$ cat config.mk
export PLATFORM = sky130hd
export DESIGN_NAME = bsg_cache_nb_read_miss_resp
export DESIGN_NICKNAME = d
export VERILOG_FILES = /design/src/rtl/bsg_cache_nb_pkg.sv /design/src/rtl/bsg_cache_nb_load_extract.sv /design/src/rtl/bsg_cache_nb_read_miss_resp.sv
export SDC_FILE = /design/constraint.sdc
export NUM_CORES = 1
export LEC_CHECK = 0
export CORE_AREA = 2 2 268 270
export CTS_BUF_LIST = sky130_fd_sc_hd__clkbuf_4 sky130_fd_sc_hd__clkbuf_8 sky130_fd_sc_hd__clkbuf_16
export DETAILED_ROUTE_END_ITERATION = 10
export DIE_AREA = 0 0 270 272
export PLACE_DENSITY_LB_ADDON = 0.2
export SLEW_MARGIN = 40
export SYNTH_ARGS = -nofsm -noshare
export SYNTH_HDL_FRONTEND = slang
export SYNTH_SLANG_ARGS = --single-unit
export TNS_END_PERCENT = 1
$ cat constraint.sdc
create_clock -name clk_i -period 32.9 [get_ports clk_i]
set_input_delay 6.58 -clock clk_i [delete_from_list [all_inputs] [get_ports clk_i]]
set_output_delay 6.58 -clock clk_i [all_outputs]
set_load 0.02 [all_outputs]
$ cat src/rtl/bsg_cache_nb_pkg.sv
// Shared types for the non-blocking cache: load size encoding and the
// read-miss queue entry consumed by the miss-response drain.
package bsg_cache_nb_pkg;

    localparam int unsigned block_size_in_words_gp = 8;
    localparam int unsigned word_width_gp          = 64;
    localparam int unsigned src_id_width_gp        = 4;
    localparam int unsigned mshr_els_gp            = 4;

    localparam int unsigned word_bytes_gp      = word_width_gp / 8;
    localparam int unsigned lg_word_bytes_gp   = (word_bytes_gp == 1) ? 1 : $clog2(word_bytes_gp);
    localparam int unsigned lg_block_words_gp  = (block_size_in_words_gp == 1) ? 1 : $clog2(block_size_in_words_gp);
    localparam int unsigned lg_mshr_els_gp     = (mshr_els_gp == 1) ? 1 : $clog2(mshr_els_gp);

    typedef enum logic [1:0] {
        e_size_b1 = 2'd0,
        e_size_b2 = 2'd1,
        e_size_b4 = 2'd2,
        e_size_b8 = 2'd3
    } size_op_e;

    typedef struct packed {
        logic [src_id_width_gp-1:0]   src_id;
        logic [lg_block_words_gp-1:0] word_offset;
        logic [lg_word_bytes_gp-1:0]  byte_sel;
        logic [word_bytes_gp-1:0]     mask;
        size_op_e                     size_op;
        logic                         sigext_op;
        logic                         mask_op;
        logic [word_width_gp-1:0]     mshr_data;
        logic [word_bytes_gp-1:0]     mshr_data_mask;
    } bsg_cache_nb_read_miss_entry_s;

endpackage

$ cat src/rtl/bsg_cache_nb_load_extract.sv
// Combinational load formatter: merges pending store bytes into the fetched word,
// then applies byte masking or size extraction with optional sign extension.
module bsg_cache_nb_load_extract
    import bsg_cache_nb_pkg::*;
#(
    parameter  int unsigned word_width_p = word_width_gp,
    localparam int unsigned bytes_lp     = word_width_p / 8,
    localparam int unsigned lg_bytes_lp  = (bytes_lp == 1) ? 1 : $clog2(bytes_lp),
    localparam int unsigned lg_width_lp  = $clog2(word_width_p)
) (
    input  logic [word_width_p-1:0] word_i,
    input  logic [word_width_p-1:0] mshr_data_i,
    input  logic [bytes_lp-1:0]     mshr_data_mask_i,
    input  logic [bytes_lp-1:0]     mask_i,
    input  logic [lg_bytes_lp-1:0]  byte_sel_i,
    input  size_op_e                size_op_i,
    input  logic                    sigext_i,
    input  logic                    mask_op_i,
    output logic [word_width_p-1:0] data_o
);

    logic [word_width_p-1:0] merged;
    logic [word_width_p-1:0] shifted;
    logic [1:0]              size_lg;
    logic [lg_bytes_lp-1:0]  aligned;
    logic [31:0]             nbits;
    logic [lg_width_lp-1:0]  sign_idx;
    logic                    sign_b;

    always_comb begin
        merged   = '0;
        shifted  = '0;
        size_lg  = 2'(size_op_i);
        aligned  = '0;
        nbits    = '0;
        sign_idx = '0;
        sign_b   = 1'b0;
        data_o   = '0;

        for (int unsigned b = 0; b < bytes_lp; b++) begin
            merged[8*b +: 8] = mshr_data_mask_i[b] ? mshr_data_i[8*b +: 8] : word_i[8*b +: 8];
        end

        // Sizes wider than the word collapse to a full-word access.
        if (32'(size_op_i) > lg_bytes_lp) begin
            size_lg = 2'(lg_bytes_lp);
        end
        aligned  = byte_sel_i & ({lg_bytes_lp{1'b1}} << size_lg);
        shifted  = merged >> {aligned, 3'b000};
        nbits    = 32'd8 << size_lg;
        sign_idx = lg_width_lp'(nbits - 32'd1);
        sign_b   = sigext_i & shifted[sign_idx];

        if (mask_op_i) begin
            for (int unsigned b = 0; b < bytes_lp; b++) begin
                data_o[8*b +: 8] = mask_i[b] ? merged[8*b +: 8] : 8'h00;
            end
        end else begin
            for (int unsigned i = 0; i < word_width_p; i++) begin
                data_o[i] = (i < nbits) ? shifted[i] : sign_b;
            end
        end
    end

endmodule

$ cat src/rtl/bsg_cache_nb_read_miss_resp.sv
// Drains one MSHR's queued read misses after its refill and returns formatted load
// responses. Define BSG_CACHE_NB_READ_MISS_RESP_SKID_EN for a 2-entry skid output stage.
module bsg_cache_nb_read_miss_resp
    import bsg_cache_nb_pkg::*;
#(
    parameter  int unsigned block_size_in_words_p = block_size_in_words_gp,
    parameter  int unsigned word_width_p          = word_width_gp,
    parameter  int unsigned src_id_width_p        = src_id_width_gp,
    parameter  int unsigned mshr_els_p            = mshr_els_gp,
    localparam int unsigned lg_mshr_els_lp        = (mshr_els_p == 1) ? 1 : $clog2(mshr_els_p),
    localparam int unsigned block_width_lp        = block_size_in_words_p * word_width_p
) (
    input  logic                          clk_i,
    input  logic                          reset_i,
    input  logic                          refill_v_i,
    output logic                          refill_yumi_o,
    input  logic [lg_mshr_els_lp-1:0]     mshr_id_i,
    input  logic [block_width_lp-1:0]     block_data_i,
    output logic                          rmq_v_o,
    output logic [lg_mshr_els_lp-1:0]     rmq_mshr_id_o,
    input  bsg_cache_nb_read_miss_entry_s rmq_entry_i,
    output logic                          rmq_yumi_o,
    input  logic                          rmq_done_i,
    output logic                          v_o,
    input  logic                          ready_i,
    output logic [src_id_width_p-1:0]     src_id_o,
    output logic [word_width_p-1:0]       data_o,
    output logic                          drain_done_o
);

    typedef enum logic [2:0] {
        e_idle,
        e_start,
        e_wait,
        e_serve,
        e_done
    } state_e;

    state_e                      state_q, state_d;
    logic [block_width_lp-1:0]   block_q, block_d;
    logic [lg_mshr_els_lp-1:0]   mshr_id_q, mshr_id_d;
    logic                        pop;
    logic                        load;
    logic [word_width_p-1:0]     word_sel;
    logic [word_width_p-1:0]     fmt_data;
    logic [src_id_width_p-1:0]   fmt_id;

    assign word_sel = block_q[word_width_p*32'(rmq_entry_i.word_offset) +: word_width_p];
    assign fmt_id   = src_id_width_p'(rmq_entry_i.src_id);

    bsg_cache_nb_load_extract #(
        .word_width_p(word_width_p)
    ) extract (
        .word_i          (word_sel),
        .mshr_data_i     (rmq_entry_i.mshr_data),
        .mshr_data_mask_i(rmq_entry_i.mshr_data_mask),
        .mask_i          (rmq_entry_i.mask),
        .byte_sel_i      (rmq_entry_i.byte_sel),
        .size_op_i       (rmq_entry_i.size_op),
        .sigext_i        (rmq_entry_i.sigext_op),
        .mask_op_i       (rmq_entry_i.mask_op),
        .data_o          (fmt_data)
    );

    always_ff @(posedge clk_i or posedge reset_i) begin
        if (reset_i) begin
            state_q   <= e_idle;
            block_q   <= '0;
            mshr_id_q <= '0;
        end else begin
            state_q   <= state_d;
            block_q   <= block_d;
            mshr_id_q <= mshr_id_d;
        end
    end

    // Drain sequencing: capture refill, kick the queue read, pop entries, signal done.
    always_comb begin
        state_d       = state_q;
        block_d       = block_q;
        mshr_id_d     = mshr_id_q;
        refill_yumi_o = 1'b0;
        rmq_v_o       = 1'b0;
        pop           = 1'b0;
        drain_done_o  = 1'b0;
        case (state_q)
            e_idle: begin
                if (refill_v_i) begin
                    refill_yumi_o = 1'b1;
                    block_d       = block_data_i;
                    mshr_id_d     = mshr_id_i;
                    state_d       = e_start;
                end
            end
            e_start: begin
                rmq_v_o = 1'b1;
                state_d = e_wait;
            end
            e_wait: begin
                state_d = e_serve;
            end
            e_serve: begin
                pop = load;
                if (load && rmq_done_i) begin
                    state_d = e_done;
                end
            end
            e_done: begin
                drain_done_o = 1'b1;
                state_d      = e_idle;
            end
            default: begin
                state_d = e_idle;
            end
        endcase
    end

    assign rmq_yumi_o    = pop;
    assign rmq_mshr_id_o = mshr_id_q;

`ifdef BSG_CACHE_NB_READ_MISS_RESP_SKID_EN
    logic [1:0]                cnt_q, cnt_d;
    logic [src_id_width_p-1:0] id0_q, id0_d, id1_q, id1_d;
    logic [word_width_p-1:0]   data0_q, data0_d, data1_q, data1_d;

    // Space check only, so the pop never waits on ready_i combinationally.
    assign load = (cnt_q != 2'd2);

    always_comb begin
        cnt_d   = cnt_q;
        id0_d   = id0_q;
        id1_d   = id1_q;
        data0_d = data0_q;
        data1_d = data1_q;
        case (cnt_q)
            2'd0: begin
                if (pop) begin
                    id0_d   = fmt_id;
                    data0_d = fmt_data;
                    cnt_d   = 2'd1;
                end
            end
            2'd1: begin
                if (pop && ready_i) begin
                    id0_d   = fmt_id;
                    data0_d = fmt_data;
                end else if (pop) begin
                    id1_d   = fmt_id;
                    data1_d = fmt_data;
                    cnt_d   = 2'd2;
                end else if (ready_i) begin
                    cnt_d = 2'd0;
                end
            end
            2'd2: begin
                if (ready_i) begin
                    id0_d   = id1_q;
                    data0_d = data1_q;
                    cnt_d   = 2'd1;
                end
            end
            default: begin
                cnt_d = 2'd0;
            end
        endcase
    end

    always_ff @(posedge clk_i or posedge reset_i) begin
        if (reset_i) begin
            cnt_q   <= '0;
            id0_q   <= '0;
            id1_q   <= '0;
            data0_q <= '0;
            data1_q <= '0;
        end else begin
            cnt_q   <= cnt_d;
            id0_q   <= id0_d;
            id1_q   <= id1_d;
            data0_q <= data0_d;
            data1_q <= data1_d;
        end
    end

    assign v_o      = (cnt_q != 2'd0);
    assign src_id_o = id0_q;
    assign data_o   = data0_q;
`else
    logic                      out_v_q, out_v_d;
    logic [src_id_width_p-1:0] out_id_q, out_id_d;
    logic [word_width_p-1:0]   out_data_q, out_data_d;

    assign load = ~out_v_q | ready_i;

    always_comb begin
        out_v_d    = out_v_q;
        out_id_d   = out_id_q;
        out_data_d = out_data_q;
        if (pop) begin
            out_v_d    = 1'b1;
            out_id_d   = fmt_id;
            out_data_d = fmt_data;
        end else if (ready_i) begin
            out_v_d = 1'b0;
        end
    end

    always_ff @(posedge clk_i or posedge reset_i) begin
        if (reset_i) begin
            out_v_q    <= 1'b0;
            out_id_q   <= '0;
            out_data_q <= '0;
        end else begin
            out_v_q    <= out_v_d;
            out_id_q   <= out_id_d;
            out_data_q <= out_data_d;
        end
    end

    assign v_o      = out_v_q;
    assign src_id_o = out_id_q;
    assign data_o   = out_data_q;
`endif

endmodule

==> results.sh, run 1 <==
export IMPL_outcome="complete, no violations"
export IMPL_grt_setup_unrepaired="false"
export IMPL_io_pins=688
export IMPL_fin_nets=3264
export IMPL_die_h_microns=272
export IMPL_dr_pass1_iters=5
export IMPL_cts_buffers=69
export IMPL_syn2layout_area_growth_pct=36.05
export IMPL_postCtsHoldBufs=0
export IMPL_clkTransAtPathRegs_ns=0.05
export IMPL_synthFlopType="dfrtp_1"
export IMPL_cts_resized=0
export IMPL_ant_nets=0
export IMPL_crit_arrival_ns=8.76
export IMPL_synth_seq_area_share_pct=52.07
export IMPL_cts_tree="built"
export IMPL_ctsHtreeMaxLevel=3
export IMPL_clk_latency_ns=0.61
export IMPL_place_congestion=0.9073
export IMPL_syn_area_sq_um=28160
export IMPL_clk_path_buf_depth=3
export IMPL_min_period_ns=15.34
export IMPL_track_usage_pct=27.13
export IMPL_seq_area_sq_um=14660
export IMPL_maxCapViolCount=0
export IMPL_grt_pass1_vias=21245
export IMPL_worst_pin_slew_ns=0.8156
export IMPL_initial_utilization_pct=39.80
export IMPL_avgSynthCellArea_sq_um=14.04
export IMPL_fp_row_count=98
export IMPL_fin_skew_ns=0.02171
export IMPL_p_sw_share_pct=32.34
export IMPL_relSlewSlack_pct=44.07
export IMPL_synthArstFlopShare_pct=100.0
export IMPL_ir_worst_vdd_mv=0.05474
export IMPL_holdWs_ns=0.4809
export IMPL_period_share_pct=46.62
export IMPL_vias=19958
export IMPL_clkPwrFrac_pct=23.4
export IMPL_antenna_found_initial=41
export IMPL_vias_per_cell=5.423
export IMPL_slew_viol_final=0
export IMPL_synth_cell_types=64
export IMPL_syn_num_nets=2619
export IMPL_grt_start_max_net_pins=129
export IMPL_cp_max_fo=34
export IMPL_endpoint_kind="primary output"
export IMPL_port_buffers=687
export IMPL_critPathRequiredTime_ns=26.32
export IMPL_grt_pass1_wl_microns=146000
export IMPL_seqPwrFrac_pct=39.6
export IMPL_wl_per_cell_microns=27.26
export IMPL_dieArea_sq_um=73440
export IMPL_multi_input_area_sq_um=12760
export IMPL_drt_iter0_drc=1128
export IMPL_drc=0
export IMPL_pwr_share_comb_pct=37.0
export IMPL_finish_utilization_pct=54.15
export IMPL_synth_edf_count=0
export IMPL_crit_type="in2out"
export IMPL_wl_microns=100300
export IMPL_drive_gt1_share_pct=32.61
export IMPL_synth_ff_latch_count=586
export IMPL_n_fill_cell=5969
export IMPL_powerDensity_nw_per_um2=85.16
export IMPL_final_hold_viol_count=0
export IMPL_synthCells=2006
export IMPL_grt_ovfl_total=0
export IMPL_power_leakage_nw=15.56
export IMPL_fp_dieW_microns=270
export IMPL_post_cts_buffers=0
export IMPL_power_switching_mw=1.055
export IMPL_hp_class="reg2reg"
export IMPL_max_freq_ghz=0.06520
export IMPL_synth_warnings=0
export IMPL_coreArea_sq_um=70750
export IMPL_cts_root_buf="clkbuf_16"
export IMPL_intPower_mw=2.208
export IMPL_fin_setup_tns_ns=0
export IMPL_dp_hpwl_microns=76120
export IMPL_clock_sinks=586
export IMPL_critPathLaunchType="input port"
export IMPL_setup_violations=0
Yosys cell counts (4+ instances only):
| master | n | area [sq um] |
|---|---|---|
| a211oi_2 | 9 | 112.6 |
| a21oi_1 | 74 | 370.4 |
| a21oi_2 | 11 | 96.34 |
| a221o_1 | 8 | 80.08 |
| a22o_1 | 10 | 87.58 |
| a22oi_1 | 4 | 30.03 |
| buf_1 | 17 | 63.81 |
| buf_2 | 19 | 95.09 |
| buf_4 | 4 | 30.03 |
| buf_6 | 11 | 123.9 |
| clkbuf_1 | 97 | 364.1 |
| dfrtp_1 | 586 | 14660 |
| inv_1 | 14 | 52.55 |
| mux2_2 | 541 | 6092 |
| mux2i_1 | 94 | 940.9 |
| mux2i_4 | 7 | 157.7 |
| mux4_2 | 119 | 2680 |
| nand2_1 | 87 | 326.6 |
| nand2b_1 | 6 | 37.54 |
| nand3b_1 | 6 | 45.04 |
| nor2_1 | 90 | 337.8 |
| o211ai_1 | 55 | 412.9 |
| o21a_1 | 8 | 60.06 |
| o21ai_0 | 49 | 245.2 |
| o21ai_1 | 10 | 50.05 |
| or3_1 | 6 | 37.54 |
per-layer routing:
layer / global-route usage, % / wire [microns] / up-vias
met3: 7.079 / 7205 / 146
met2: 46.38 / 51040 / 662
met1: 33.59 / 39650 / 10326
met4: 8.772 / 2250 / 26
li1: - / - / 8798
met5: 0 / 167 / -
per-stage QoR:
| step | setup slack (ns) | cell area, sq um | std cells | power, mW |
|---|---|---|---|---|
| floorplan | 9.922 | 28160 | 2006 | 2.040 |
| global placement | 17.58 | 35800 | 3526 | 2.455 |
| detailed placement | 17.55 | 35880 | 3527 | 2.512 |
| CTS | 17.55 | 38150 | 3649 | 3.284 |
| global route | 17.48 | 38300 | 3676 | 3.437 |
| finish | 17.56 | 38310 | 3680 | 3.263 |
critical path: stages:
cell and delay (ns):
clkdlybuf4s50_1 0.45, nand2b_1 0.15, nand2b_2 0.08, buf_4 0.28
inv_2 0.47, clkdlybuf4s50_1 0.71
sequential cells by signal, indices dropped and copies added (netlist names):
| register | cells |
|---|---|
| rmq_mshr_id_o | 2 |
| v_o | 1 |
| block_q | 512 |
| state_q | 3 |
| data_o | 64 |
| src_id_o | 4 |
final cells by class:
cell class / count / share of cell area (%)
Sequential cell: 586 / 38.27
Antenna cell: 28 / 0.1829
Multi-Input combinational cell: 1253 / 33.30
Timing Repair Buffer: 726 / 19.02
Tap cell: 950 / 3.102
Clock buffer: 99 / 5.336
Clock inverter: 23 / 0.6107
Inverter: 15 / 0.1796
cells by family (layout without fill, tap and decap cells):
family | after synthesis | count (layout) | share of synthesized area (%)
AO/OA/AOI/OAI | 274 | 274 | 6.749
buffers and inverters | 167 | 863 | 2.763
multiplexers | 761 | 761 | 35.05
flip-flops | 586 | 586 | 52.07
AND/OR/NAND/NOR | 218 | 218 | 3.368
other | 0 | 28 | 0
cell usage in the layout (no fill, tap or decap), drive strengths merged, types with 9 or more instances in the layout:
cell type | synthesis | routed
inv | 14 | 15
mux2i | 101 | 101
dfrtp | 586 | 586
mux2 | 541 | 541
diode | 0 | 28
nand2 | 87 | 87
mux4 | 119 | 119
clkbuf | 99 | 99
a22o | 11 | 11
clkinv | 1 | 21
nor2 | 91 | 91
buf | 53 | 44
o21ai | 60 | 60
a211oi | 11 | 11
o21a | 9 | 9
clkdlybuf4s50 | 0 | 682
a21oi | 85 | 85
o211ai | 56 | 56
power by group through the flow:
stage	Combinational, mW	Clock (mW)	Sequential [mW]
3_5_place_dp	1.21	0	1.30
4_1_cts	1.21	0.779	1.29
3_3_place_gp	1.18	0	1.28
5_1_grt	1.29	0.812	1.34
6_report	1.21	0.763	1.29
2_1_floorplan	0.758	0	1.28
worst paths after layout:
check | startpoint | to | slack, ns | depth (start not counted)
setup reg to reg | state_q[0]$_DFFE_PP0P_ | block_q[249]$_DFFE_PP0P_ | 28.80 | 7
min in group asynchronous | reset_i | block_q[66]$_DFFE_PP0P_ | 6.56 | 2
setup / recovery | ready_i | rmq_yumi_o | 17.56 | 6
hold reg to reg | src_id_o[1]$_DFFE_PP0P_ | src_id_o[1]$_DFFE_PP0P_ | 0.48 | 2
max in group asynchronous | reset_i | data_o[19]$_DFFE_PP0P_ | 24.00 | 5
hold / removal | src_id_o[1]$_DFFE_PP0P_ | src_id_o[1]$_DFFE_PP0P_ | 0.48 | 2
Power figures use the tool's default switching activity.
==> run 2, diff against run 1 <==
CORE_AREA = 2 2 269 271   (was 2 2 268 270)
DIE_AREA = 0 0 271 273   (was 0 0 270 272)
clock period = 12.9 ns   (was 32.9 ns; I/O delays follow)
==> run 2 against run 1 <==
Against the previous run: sequential power rose to 2.6 times the previous value; worst setup slack worse by 12 ns; via count up 0.24%; largest power group unchanged; sequential share of layout area about the same; clock skew up 0.011 ns; critical path depth unchanged; register-to-register slack worse by 20 ns; flip-flop and latch count unchanged; wire length up 2.7%; clock power rose to 2.7 times the previous value; critical path type unchanged; hold slack better by 0.0029 ns; design area about the same.
==> results.sh, run 2 (synthesis gave the netlist of run 1 again) <==
export IMPL_cts_root_buf="clkbuf_16"
export IMPL_worst_pin_slew_ns=0.8613
export IMPL_slew_viol_final=0
export IMPL_critPathRequiredTime_ns=10.32
export IMPL_hp_class="reg2reg"
export IMPL_outcome="complete, no violations"
export IMPL_timing_rr_start="state_q[0]$_DFFE_PP0P_"
export IMPL_fin_nets=3258
export IMPL_syn2layout_area_growth_pct=36.17
export IMPL_ant_nets=0
export IMPL_critPathLaunchType="input port"
export IMPL_initial_utilization_pct=39.67
export IMPL_final_hold_viol_count=0
export IMPL_layout_common_cells="clkdlybuf4s50_1, dfrtp_1, mux2_2"
export IMPL_endpoint_kind="primary output"
export IMPL_clk_path_buf_depth=3
export IMPL_ir_worst_vdd_mv=0.2101
export IMPL_coreArea_sq_um=71000
export IMPL_largest_reg_flops=512
export IMPL_drc=0
export IMPL_postCtsHoldBufs=0
export IMPL_place_ws_ns=5.982
export IMPL_vias_per_cell=5.470
export IMPL_clock_sinks=586
export IMPL_max_freq_ghz=0.1442
export IMPL_fin_skew_ns=0.03273
export IMPL_place_congestion=0.9052
export IMPL_grt_pass1_vias=21227
export IMPL_antenna_found_initial=33
export IMPL_holdWs_ns=0.4838
export IMPL_timing_rr_end="block_q[314]$_DFFE_PP0P_"
export IMPL_crit_arrival_ns=4.36
export IMPL_port_buffers=687
export IMPL_cp_endpoint="rmq_yumi_o"
export IMPL_cts_resized=0
export IMPL_finish_utilization_pct=54.01
export IMPL_ff2ff_path_depth=7
export IMPL_setup_slack_ns=5.964
export IMPL_grt_setup_unrepaired="false"
export IMPL_period_share_pct=53.77
export IMPL_cp_max_fo=34
export IMPL_startpoint="ready_i"
export IMPL_clkTransAtPathRegs_ns=0.05
export IMPL_min_period_ns=6.936
export IMPL_grt_ovfl_total=0
export IMPL_crit_type="in2out"
export IMPL_top_register="block_q"
export IMPL_relSlewSlack_pct=42.39
export IMPL_final_common_cell="clkdlybuf4s50_1"
export IMPL_drt_iter0_drc=1501
export IMPL_powerDensity_nw_per_um2=219.3
export IMPL_track_usage_pct=27.49
export IMPL_dp_hpwl_microns=78540
export IMPL_power_leakage_nw=15.57
export IMPL_vias=20005
export IMPL_grt_pass1_wl_microns=147800
export IMPL_cts_tree="built"
export IMPL_maxCapViolCount=0
export IMPL_drive_gt1_share_pct=32.41
export IMPL_ctsHtreeMaxLevel=3
export IMPL_r2r_slack_ns=8.75
export IMPL_wl_per_cell_microns=28.19
export IMPL_post_cts_buffers=0
export IMPL_clk_latency_ns=0.63
export IMPL_grt_start_max_net_pins=159
export IMPL_setup_violations=0
export IMPL_fp_row_count=98
export IMPL_die_h_microns=273
export IMPL_io_pins=688
export IMPL_fp_dieW_microns=271
export IMPL_dr_pass1_iters=7
export IMPL_wl_microns=103100
export IMPL_dieArea_sq_um=73980
export IMPL_cts_buffers=69
export IMPL_fin_setup_tns_ns=0
run 2: changes by cell type in the layout (fill, tap and decap cells not counted), sizes merged:
cell,before,now
buf,44,38
clkinv,21,9
clkinvlp,1,4
diode,28,13
bufinv,1,5
inv,15,18
run 2: worst min path at each step:
stage	startpoint	to	slack, ns	cells past startpoint
floorplan	state_q[2]$_DFFE_PP0P_	state_q[0]$_DFFE_PP0P_	0.47	1
global placement	src_id_o[2]$_DFFE_PP0P_	src_id_o[2]$_DFFE_PP0P_	0.46	2
detailed placement	data_o[7]$_DFFE_PP0P_	data_o[7]$_DFFE_PP0P_	0.47	2
CTS	data_o[7]$_DFFE_PP0P_	data_o[7]$_DFFE_PP0P_	0.48	2
global route	src_id_o[0]$_DFFE_PP0P_	src_id_o[0]$_DFFE_PP0P_	0.50	2
finish	data_o[7]$_DFFE_PP0P_	data_o[7]$_DFFE_PP0P_	0.48	2
run 2: metrics by stage:
stage | area [sq um] | total power, mW | std cells
after global routing | 38340 | 8.834 | 3654
after global placement | 35790 | 6.258 | 3520
after CTS | 38270 | 8.465 | 3643
after floorplan | 28170 | 5.205 | 2006
final | 38350 | 8.412 | 3657
after detailed placement | 35910 | 6.407 | 3523
run 2: routing by layer:
metal | global-route usage [%] | share of wire (%) | vias up
met5 | 0 | 0.22 | -
met4 | 8.229 | 2.7 | 38
met3 | 7.407 | 6.6 | 160
met2 | 46.70 | 50 | 668
met1 | 34.33 | 40 | 10363
li1 | - | - | 8776
run 2: power breakdown:
part,internal [mW],total [mW],switching (mW),leakage [nW]
sequential,2.78,3.33,0.540,7.00
combinational,1.71,3.05,1.34,7.39
clock,1.22,2.03,0.816,1.18
total,5.71,8.41,2.70,15.6
run 2: layout make-up:
type	instances	area, sq um
well taps	950	1189
clock inverters	21	311.5
clock buffers	99	2052
flip-flops and latches	586	14660
diodes	13	32.53
repair buffers	720	7267
fillers	5892	32650
inverters	15	60.06
multi-input cells	1253	12770
run 2: worst max-delay path, stage by stage:
cell,delay [ns]
clkdlybuf4s50_1,0.38
nand2b_1,0.17
nand2b_1,0.10
buf_4,0.43
inv_2,0.08
clkdlybuf4s50_1,0.55
